===== src/rtl/uart_pkg.sv =====
// uart_pkg: shared types and constants for the buffered UART transmitter
package uart_pkg;
  typedef enum logic [1:0] {PAR_NONE, PAR_EVEN, PAR_ODD} parity_t;
  typedef enum logic [2:0] {IDLE, START, DATA, PARITY, STOP} tx_state_t;
  localparam int DEFAULT_CLKS_PER_BIT = 868;
endpackage


===== src/rtl/uart_tx_buffered_if.sv =====
// uart_tx_buffered_if: valid/ready write port carrying one payload word
interface uart_tx_buffered_if #(parameter int DATA_BITS = 8);
  logic data_valid;
  logic [DATA_BITS-1:0] data_in;
  logic ready;
  modport master (output data_valid, data_in, input ready);
  modport slave (input data_valid, data_in, output ready);
endinterface


===== src/rtl/sync_fifo.sv =====
// sync_fifo: single-clock FIFO whose read side never sees a same-edge write
module sync_fifo #(
  parameter int WIDTH = 8,
  parameter int DEPTH = 16
) (
  input  logic clk,
  input  logic rst,
  input  logic push,
  input  logic pop,
  input  logic [WIDTH-1:0] din,
  output logic [WIDTH-1:0] dout,
  output logic full,
  output logic empty,
  output logic [$clog2(DEPTH+1)-1:0] count
);
  localparam int AW = $clog2(DEPTH);
  localparam int CW = $clog2(DEPTH+1);
  localparam logic [CW-1:0] FULL_COUNT = CW'(DEPTH);
  logic [WIDTH-1:0] mem [DEPTH];
  logic [AW-1:0] wp, rp;
  logic do_push, do_pop;
  assign full = count == FULL_COUNT;
  assign empty = count == '0;
  assign do_push = push && !full;
  assign do_pop = pop && !empty;
  assign dout = mem[rp];
  // storage array, written only on accepted pushes
  always_ff @(posedge clk)
    if (do_push) mem[wp] <= din;
  // pointers and occupancy
  always_ff @(posedge clk) begin
    if (rst) begin
      wp <= '0;
      rp <= '0;
      count <= '0;
    end else begin
      if (do_push) wp <= wp + 1'b1;
      if (do_pop) rp <= rp + 1'b1;
      count <= count + CW'(do_push) - CW'(do_pop);
    end
  end
endmodule


===== src/rtl/uart_tx_buffered.sv =====
// uart_tx_buffered: FIFO-fed UART transmitter with configurable frame format
module uart_tx_buffered
  import uart_pkg::*;
#(
  parameter int CLKS_PER_BIT = DEFAULT_CLKS_PER_BIT,
  parameter int DATA_BITS = 8,
  parameter parity_t PARITY = PAR_NONE,
  parameter int STOP_BITS = 1,
  parameter int FIFO_DEPTH = 16
) (
  input  logic clk,
  input  logic rst,
  uart_tx_buffered_if.slave wr,
  output logic tx_serial,
  output logic tx_active,
  output logic tx_done,
  output logic [$clog2(FIFO_DEPTH+1)-1:0] fifo_count,
  output logic overflow
);
  localparam int CW = $clog2(CLKS_PER_BIT);
  localparam int IW = $clog2(DATA_BITS);
  localparam logic [CW-1:0] C_LAST = CW'(CLKS_PER_BIT-1);
  localparam logic [IW-1:0] D_LAST = IW'(DATA_BITS-1);
  localparam logic [IW-1:0] S_LAST = IW'(STOP_BITS-1);
  tx_state_t state, state_n;
  logic [CW-1:0] cnt, cnt_n;
  logic [IW-1:0] idx, idx_n;
  logic [DATA_BITS-1:0] sh, sh_n, dout;
  logic par, par_n, pop, done_n, tx_n, full, empty, bit_end, last_data, last_stop;
  assign wr.ready = !full;
  assign bit_end = cnt == C_LAST;
  assign last_data = idx == D_LAST;
  assign last_stop = idx == S_LAST;
  sync_fifo #(.WIDTH(DATA_BITS), .DEPTH(FIFO_DEPTH)) fifo (
    .clk(clk), .rst(rst), .push(wr.data_valid), .pop(pop), .din(wr.data_in),
    .dout(dout), .full(full), .empty(empty), .count(fifo_count)
  );
  // FSM register plus all registered outputs, so every output is glitch-free
  always_ff @(posedge clk) begin
    if (rst) begin
      state <= IDLE;
      cnt <= '0;
      idx <= '0;
      sh <= '0;
      par <= 1'b0;
      tx_serial <= 1'b1;
      tx_active <= 1'b0;
      tx_done <= 1'b0;
      overflow <= 1'b0;
    end else begin
      state <= state_n;
      cnt <= cnt_n;
      idx <= idx_n;
      sh <= sh_n;
      par <= par_n;
      tx_serial <= tx_n;
      tx_active <= state_n != IDLE;
      tx_done <= done_n;
      overflow <= overflow | (wr.data_valid && !wr.ready);
    end
  end
  // next state, bit timing, shifting, parity accumulation and the next line level
  always_comb begin
    state_n = state;
    cnt_n = bit_end ? '0 : cnt + 1'b1;
    idx_n = idx;
    sh_n = sh;
    par_n = par;
    done_n = 1'b0;
    case (state)
      IDLE: cnt_n = '0;
      START: state_n = bit_end ? DATA : START;
      DATA: if (bit_end) begin
        sh_n = sh >> 1;
        par_n = par ^ sh[0];
        idx_n = last_data ? '0 : idx + 1'b1;
        if (last_data) state_n = PARITY == PAR_NONE ? STOP : uart_pkg::PARITY;
      end
      uart_pkg::PARITY: state_n = bit_end ? STOP : uart_pkg::PARITY;
      STOP: if (bit_end) begin
        idx_n = last_stop ? '0 : idx + 1'b1;
        done_n = last_stop;
        if (last_stop) state_n = IDLE;
      end
      default: state_n = IDLE;
    endcase
    pop = !empty && (state == IDLE || (state == STOP && bit_end && last_stop));
    if (pop) begin
      state_n = START;
      sh_n = dout;
      par_n = 1'b0;
    end
    tx_n = state_n == START ? 1'b0 :
           state_n == DATA ? sh_n[0] :
           state_n == uart_pkg::PARITY ? par_n ^ (PARITY == PAR_ODD) : 1'b1;
  end
endmodule


===== src/flat_wrapper.sv =====
// flat-port wrapper written by rule: the top's interface ports become plain ports
module uart_tx_buffered_flat import uart_pkg::*;
#(
  parameter int CLKS_PER_BIT = DEFAULT_CLKS_PER_BIT,
  parameter int DATA_BITS = 8,
  parameter parity_t PARITY = PAR_NONE,
  parameter int STOP_BITS = 1,
  parameter int FIFO_DEPTH = 16
)
  (clk, rst, tx_serial, tx_active, tx_done, fifo_count, overflow, wr_data_valid, wr_data_in, wr_ready);
  uart_tx_buffered_if #(.DATA_BITS(DATA_BITS)) wr_i ();
  input  logic clk;
  input  logic rst;
  output logic tx_serial;
  output logic tx_active;
  output logic tx_done;
  output logic [$clog2(FIFO_DEPTH+1)-1:0] fifo_count;
  output logic overflow;
  input wire logic [$bits(wr_i.data_valid)-1:0] wr_data_valid;
  input wire logic [$bits(wr_i.data_in)-1:0] wr_data_in;
  output wire logic [$bits(wr_i.ready)-1:0] wr_ready;
  assign wr_i.data_valid = wr_data_valid;
  assign wr_i.data_in = wr_data_in;
  assign wr_ready = wr_i.ready;
  uart_tx_buffered #(.CLKS_PER_BIT(CLKS_PER_BIT), .DATA_BITS(DATA_BITS), .PARITY(PARITY), .STOP_BITS(STOP_BITS), .FIFO_DEPTH(FIFO_DEPTH)) u_core (.clk(clk), .rst(rst), .wr(wr_i), .tx_serial(tx_serial), .tx_active(tx_active), .tx_done(tx_done), .fifo_count(fifo_count), .overflow(overflow));
endmodule

===== config.mk =====
export PLATFORM = sky130hd
export DESIGN_NAME = uart_tx_buffered_flat
export DESIGN_NICKNAME = d
export VERILOG_FILES = /design/src/rtl/uart_pkg.sv /design/src/rtl/uart_tx_buffered_if.sv /design/src/rtl/sync_fifo.sv /design/src/rtl/uart_tx_buffered.sv /design/src/flat_wrapper.sv
export SDC_FILE = /design/constraint.sdc
export NUM_CORES = 1
export LEC_CHECK = 0
export ABC_AREA = 1
export CORE_AREA = 2 2 166 168
export DETAILED_ROUTE_END_ITERATION = 6
export DIE_AREA = 0 0 168 170
export PLACE_DENSITY = 0.42
export SLEW_MARGIN = 20
export SYNTH_ARGS = -nofsm -noshare
export SYNTH_HDL_FRONTEND = slang
export SYNTH_HIERARCHICAL = 1
export SYNTH_SLANG_ARGS = --single-unit

===== constraint.sdc =====
create_clock -name clk -period 2.95 [get_ports clk]
set_input_delay 0.59 -clock clk [delete_from_list [all_inputs] [get_ports clk]]
set_output_delay 0.59 -clock clk [all_outputs]
set_load 0.05 [all_outputs]

---- After elaboration in Yosys (flattened, before gate mapping) ----
Memory sizes are Yosys's and may differ from the RTL's. A register that Yosys moved wholly into a read port is not among the register bits.
Index checks and enable logic that the tools add are counted.
storage, ports and cells
  register bits after elaboration ......... 42
  memories kept ........................... 1
  output and inout port bits .............. 10
  bits in writable memories ............... 128
  input bits .............................. 11
  word-level logic and storage cells ...... 82
memory list
  name             words  width  read ports  clocked after memory_dff  wr ports  line             source
  u_core.fifo.mem  16     8      1           1                         1         sync_fifo.sv:19  logic [WIDTH-1:0] mem [DEPTH];
cells by class
  reduce and logical (&&, ||, !) cells .... 20
  equality and inequality tests ........... 12
  $add $sub $neg .......................... 6
  muxes and demuxes ....................... 26
  bitwise operators ....................... 4
operator list
  cell                   number
  $mux 3                 10
  $mux 8                 3
  $pmux 3 s5             1
  $eq 3x2->1 const B     4
  $add 10x1->10 const B  1
  $eq 10x10->1 const B   1
  $add 4x1->4 const B    2
  $mux 1                 8
  $mux 4                 2
  $eq 3x1->1 const B     2
  $eq 3x3->1 const B     2
  $logic_and 1x1->1      6
  $logic_not 3->1        2
  $pmux 3 s2             1
  $reduce_bool 2->1      3
  $reduce_or 3->1        2
  $add 5x1->5            1
  $eq 5x5->1 const B     1
  $logic_not 5->1        1
  $sub 5x1->5            1
  $ne 2x1->1 const B     2
  $add 3x1->3 const B    1
  $reduce_and 3->1       1
  $reduce_bool 3->1      1
  7 further kinds        9

---- Longest topological paths before layout ----
  depth after elaboration ................. 10
  gate-level depth with buffers ........... 20
  depth with buffers taken out ............ 20

---- By module ----
The synthesis kept the hierarchy.
modules (own cells, without submodules)
  module            cells an instance  instances  seq. area each (sq um)  area each (sq um)
  sync_fifo         650                1          4184.0                  6432.4
  uart_tx_buffered  192                1          580.6                   1451.4

---- Least setup slack after synthesis ----
No wires, ideal clock.
  path type ............................... reg2reg
  from .................................... register u_core.fifo.count[2]
  to ...................................... register u_core.fifo.count[4]
  stages on the path, launching flop included .. 20
  data required time ...................... 2.837 ns
  library setup time ...................... 0.113 ns
  arrival ................................. 2.724 ns
  clock period less this slack ............ 2.837 ns
  path slack .............................. 0.113 ns
  path buffers ............................ 0
  cells stage by stage .................... dfxtp_1 -> inv_1 -> ha_1 -> nand4_1 -> inv_1 -> inv_1 -> nand2_4 -> inv_2 -> nand2_1 -> inv_1 -> ha_1 -> inv_1 -> ha_1 -> fa_1 -> nand2_1 -> a21oi_1 -> nor2_1 -> nand2_1 -> nand2_1 -> nor2_1
between the ends
  cells in the longest elaborated chain, start to end .. 5
  elaborated cells between the ends (all ways) .. 9
  those cells by class .................... 2 x add/sub; 1 x eq/ne; 6 x reduce/logical
ends and longest elaborated chain
  what                      line                    source
  start: declaration        sync_fifo.sv:14         output logic [$clog2(DEPTH+1)-1:0] count
  start signal: assignment  sync_fifo.sv:39         count <= count + CW'(do_push) - CW'(do_pop);
  $logic_not 5->1           sync_fifo.sv:23         assign empty = count == '0;
  via u_core.empty          uart_tx_buffered.sv:29  logic par, par_n, pop, done_n, tx_n, full, empty, bit_end, last_data, last_stop;
  $logic_not 1->1           uart_tx_buffered.sv:87  pop = !empty && (state == IDLE || (state == STOP && bit_end && last_stop));
  $logic_and 1x1->1         uart_tx_buffered.sv:87
  via u_core.pop            uart_tx_buffered.sv:29
  $logic_and 1x1->1         sync_fifo.sv:25         assign do_pop = pop && !empty;
  $sub 5x1->5               sync_fifo.sv:39
The timed path passes the listed nets, and every way through them passes these cells.
A chain may end at the register's enable or synchronous reset.

---- Worst setup path in the final report ----
  from .................................... register u_core.fifo.count[2]
  to ...................................... output wr_ready
between the ends
  cells in the longest elaborated chain, start to end .. 2
ends and longest elaborated chain
  what              line                    source
  $eq 5x5->1        sync_fifo.sv:22         assign full = count == FULL_COUNT;
  via u_core.full   uart_tx_buffered.sv:29
  $logic_not 1->1   uart_tx_buffered.sv:30  assign wr.ready = !full;
  end: declaration  flat_wrapper.sv:21      output wire logic [$bits(wr_i.ready)-1:0] wr_ready;
The timed path passes the listed nets, and every way through them passes these cells.

==> metrics.txt <==
# TYPE chip_impl_metric gauge
chip_impl_info{name="worst_r2r_endpoint",value="u_core/fifo/count[4]"} 1
chip_impl_metric{name="dieArea",unit="mm²"} 0.0286
chip_impl_metric{name="ys_seq_area_share",unit="%"} 60.4
chip_impl_metric{name="syn-instance-count",unit=""} 842
chip_impl_metric{name="yosys_warnings",unit=""} 6
chip_impl_metric{name="grt_start_max_net_pins",unit=""} 65
chip_impl_metric{name="final_max_slew_viol_count",unit=""} 0
chip_impl_metric{name="timing.max_slew.rel_slack",unit="%"} 47.6
chip_impl_metric{name="worst_ep_arrival_time",unit="ns"} 2.14
chip_impl_metric{name="final-instance-count-excl-fill",unit=""} 1236
chip_impl_metric{name="dpl.hpwl",unit="µm"} 11600
chip_impl_metric{name="grt_overflow",unit=""} 0
chip_impl_info{name="critPathKind",value="reg -> out"} 1
chip_impl_metric{name="syn2layout_area_growth",unit="%"} 16.0
chip_impl_metric{name="critical_path_peak_fanout",unit=""} 4
chip_impl_metric{name="tightestPinTransition",unit="ns"} 0.783
chip_impl_metric{name="core-area",unit="mm²"} 0.0267
chip_impl_info{name="ys_dominant_reg_cell",value="sky130_fd_sc_hd__edfxtp_1"} 1
chip_impl_metric{name="async_reset_ff_share",unit="%"} 0
chip_impl_metric{name="grt_use_total",unit="%"} 13.9
chip_impl_info{name="clock_tree_root",value="sky130_fd_sc_hd__clkbuf_16"} 1
chip_impl_info{name="hold_path_end",value="u_core/cnt[0]"} 1
chip_impl_metric{name="max-vdd-ir-drop",unit="µV"} 512
chip_impl_metric{name="syn_area",unit="mm²"} 0.00788
chip_impl_metric{name="r2r_setup_slack",unit="ns"} 0.27
chip_impl_metric{name="placement_row_count",unit=""} 60
chip_impl_metric{name="clock_skew",unit="ns"} 0.0207
chip_impl_metric{name="drt-initial-drc-count",unit=""} 402
chip_impl_metric{name="numClockSinks",unit=""} 174
chip_impl_metric{name="max-cap-violations",unit=""} 0
chip_impl_metric{name="drc_errors",unit=""} 0
chip_impl_metric{name="cts_made_buffers",unit=""} 17
chip_impl_metric{name="synth.ff_latch_count",unit=""} 174
chip_impl_info{name="reg2reg_from",value="u_core/fifo/count[3]"} 1
chip_impl_metric{name="r2r_cells",unit=""} 19
chip_impl_metric{name="grt_pass1_vias",unit=""} 5038
chip_impl_metric{name="route.met3.wl",unit="µm"} 586
chip_impl_metric{name="finalHoldViolations",unit=""} 0
chip_impl_metric{name="post_route_cells_drive_above_1_share",unit="%"} 10.1
chip_impl_metric{name="final_setup_fails",unit=""} 0
chip_impl_metric{name="insertedDiodeCount",unit=""} 0
chip_impl_metric{name="power_leakage",unit="nW"} 3.91
chip_impl_metric{name="design.final.nets",unit=""} 909
chip_impl_metric{name="drtAntennaViolNets",unit=""} 0
chip_impl_info{name="run_status",value="completed"} 1
chip_impl_metric{name="number_of_synthesized_flops_with_an_enable_pin",unit=""} 128
chip_impl_metric{name="wirelength_routed",unit="µm"} 18900
chip_impl_metric{name="cts.hold.buffers_added",unit=""} 0
chip_impl_info{name="crit_path_end_kind",value="output pin"} 1
chip_impl_metric{name="fmax",unit="GHz"} 0.367
chip_impl_metric{name="met1_length",unit="µm"} 9010
chip_impl_metric{name="worst-endpoint-required",unit="ns"} 2.36
chip_impl_metric{name="clock_tree.buffer_depth",unit=""} 2
chip_impl_metric{name="whs_path_depth",unit=""} 1
chip_impl_metric{name="synthesis.area_per_instance",unit="µm²"} 9.36
chip_impl_metric{name="final_min_period_over_clock_period",unit="%"} 92.4
chip_impl_info{name="worstSetupStartpointType",value="flip-flop"} 1
chip_impl_metric{name="fp.dieW",unit="µm"} 168
chip_impl_metric{name="layout.filler_cells",unit=""} 2691
chip_impl_metric{name="met2_wirelength",unit="µm"} 9110
chip_impl_metric{name="totalNegativeSetupSlack",unit="ns"} 0
chip_impl_metric{name="clock_transition_at_path_regs",unit="ns"} 0.08
chip_impl_metric{name="grt_antenna_before_repair",unit=""} 0
chip_impl_info{name="worst_hold_path_type",value="reg -> reg"} 1
chip_impl_metric{name="min_period",unit="ns"} 2.73
chip_impl_metric{name="die-height",unit="µm"} 170
chip_impl_metric{name="initial_cell_density_of_the_core",unit="%"} 29.6
chip_impl_metric{name="gp_routability_congestion",unit=""} 0.712
chip_impl_metric{name="yosysUniqueCellTypes",unit=""} 35
chip_impl_metric{name="hold_ws",unit="ns"} 0.452
chip_impl_metric{name="num_vias",unit=""} 5311
chip_impl_metric{name="boundary_pins",unit=""} 21
chip_impl_metric{name="postSynthNetCount",unit=""} 869
chip_impl_metric{name="drt-wirelength-per-cell",unit="µm"} 15.3
chip_impl_info{name="cts_tree",value="built"} 1
chip_impl_metric{name="multi_input_gate_area_in_the_final_layout",unit="mm²"} 0.00237
chip_impl_metric{name="power.density_cell_area",unit="mW/mm²"} 816
chip_impl_metric{name="worstSkewPairLatency",unit="ns"} 0.44
chip_impl_metric{name="layout.area.seq",unit="mm²"} 0.00477
chip_impl_metric{name="post_drt_via_cell_ratio",unit=""} 4.30
chip_impl_info{name="worstHoldStart",value="u_core/cnt[0]"} 1
chip_impl_metric{name="grt_first_pass_wirelength",unit="µm"} 29600
chip_impl_metric{name="place.detailed.instances",unit=""} 1203
chip_impl_metric{name="buffer_ports.inserted",unit=""} 20
chip_impl_info{name="grt_setup_unrepaired",value="false"} 1
chip_impl_metric{name="drt-pass1-iter-count",unit=""} 4
chip_impl_metric{name="clock_tree.htree_level_count",unit=""} 4
chip_impl_info{name="top_layer_used",value="met4"} 1
-- Yosys cell counts (7+ instances only) --
cell / count / area, µm²
sky130_fd_sc_hd__nand2_1: 229 / 860
sky130_fd_sc_hd__inv_1: 140 / 526
sky130_fd_sc_hd__edfxtp_1: 128 / 3840
sky130_fd_sc_hd__nand3_1: 117 / 586
sky130_fd_sc_hd__nor2_1: 60 / 225
sky130_fd_sc_hd__dfxtp_1: 46 / 921
sky130_fd_sc_hd__ha_1: 15 / 188
sky130_fd_sc_hd__buf_2: 14 / 70.1
sky130_fd_sc_hd__a21oi_1: 13 / 65.1
sky130_fd_sc_hd__o21ai_0: 11 / 55.1
sky130_fd_sc_hd__buf_6: 8 / 90.1
sky130_fd_sc_hd__inv_2: 7 / 26.3
sky130_fd_sc_hd__nand4_1: 7 / 43.8
-- cell type report --
class / instances / share of cell area, %
flip-flops and latches: 174 / 52.1
multi-input cells: 492 / 25.9
inverters: 149 / 6.17
repair buffers: 48 / 4.76
well taps: 341 / 4.66
clock buffers: 17 / 4.65
clock inverters: 15 / 1.76
-- worst max path at each step --
stage | from | to | slack (ns)
4_1_cts | u_core/fifo/count[2] | wr_ready | 0.17
3_5_place_dp | u_core/fifo/count[2] | u_core/fifo/count[4] | 0.19
6_report | u_core/fifo/count[2] | wr_ready | 0.22
3_3_place_gp | u_core/fifo/count[3] | u_core/fifo/count[4] | 0.22
2_1_floorplan | u_core/fifo/count[2] | u_core/fifo/count[4] | 0.11
5_1_grt | u_core/fifo/count[2] | u_core/fifo/count[4] | 0.01
-- timing repair --
item / 4_1_cts / 5_1_grt
endpoints found under the setup margin: 0 / 1
resized for setup: 0 / 2
setup buffers: 0 / 1
-- cell usage in the layout (no fill, tap or decap), types with 11 or more instances in the layout --
cell                              Yosys  final
sky130_fd_sc_hd__a21oi_1             13     13
sky130_fd_sc_hd__buf_4                3     26
sky130_fd_sc_hd__clkbuf_16            0     17
sky130_fd_sc_hd__clkdlybuf4s50_1      0     20
sky130_fd_sc_hd__dfxtp_1             46     45
sky130_fd_sc_hd__edfxtp_1           128    128
sky130_fd_sc_hd__ha_1                15     14
sky130_fd_sc_hd__inv_1              140    140
sky130_fd_sc_hd__nand2_1            229    229
sky130_fd_sc_hd__nand3_1            117    117
sky130_fd_sc_hd__nor2_1              60     60
sky130_fd_sc_hd__o21ai_0             11     11
-- per-layer routing --
| metal | vias to the layer above | GRT usage [%] |
|---|---|---|
| met4 | 0 | 3.74 |
| li1 | 2782 | - |
| met1 | 2455 | 18.7 |
| met3 | 11 | 2.67 |
| met5 | - | 0 |
| met2 | 63 | 23.1 |
-- critical path: stages, from the launching register on --
cell                              delay [ns]
sky130_fd_sc_hd__dfxtp_1                0.36
sky130_fd_sc_hd__inv_1                  0.07
sky130_fd_sc_hd__ha_2                   0.19
sky130_fd_sc_hd__nand4_1                0.15
sky130_fd_sc_hd__inv_1                  0.08
sky130_fd_sc_hd__inv_1                  0.05
sky130_fd_sc_hd__clkdlybuf4s50_1        0.79
-- power by group --
part	total (mW)	internal [mW]	switching, mW
registers	2.93	2.81	0.120
clock network	2.23	1.14	1.09
logic	2.31	0.741	1.56
-- logic make-up after synthesis --
logic type | Yosys count | synth area share (%)
adder cells (fa/ha/maj) | 16 | 2.63
buffers and inverters | 176 | 9.57
XOR/XNOR | 3 | 0.333
AO/OA/AOI/OAI | 38 | 2.81
flip-flops | 174 | 60.4
AND/OR/NAND/NOR | 435 | 24.2
-- stage by stage --
step | utilization (%) | power, mW | setup WS [ns] | area [µm²]
3_3_place_gp | 32.1 | 5.34 | 0.222 | 8550
3_5_place_dp | 32.1 | 5.34 | 0.194 | 8550
4_1_cts | 34.3 | 7.59 | 0.169 | 9140
2_1_floorplan | - | 4.61 | 0.113 | 7880
6_report | 34.3 | 7.47 | 0.224 | 9150
5_1_grt | 34.3 | 7.95 | 0.0137 | 9150
-- flip-flops by register name, summed over array words and instances (netlist names), named ones only --
signal             flops
u_core/cnt            10
u_core/fifo/count      5
u_core/fifo/mem      128
u_core/fifo/rp         4
u_core/fifo/wp         4
u_core/idx             3
u_core/overflow        1
u_core/par             1
u_core/sh              8
u_core/state           3
u_core/tx_active       1
u_core/tx_done         1
u_core/tx_serial       1
Power figures use the tool's default switching activity.
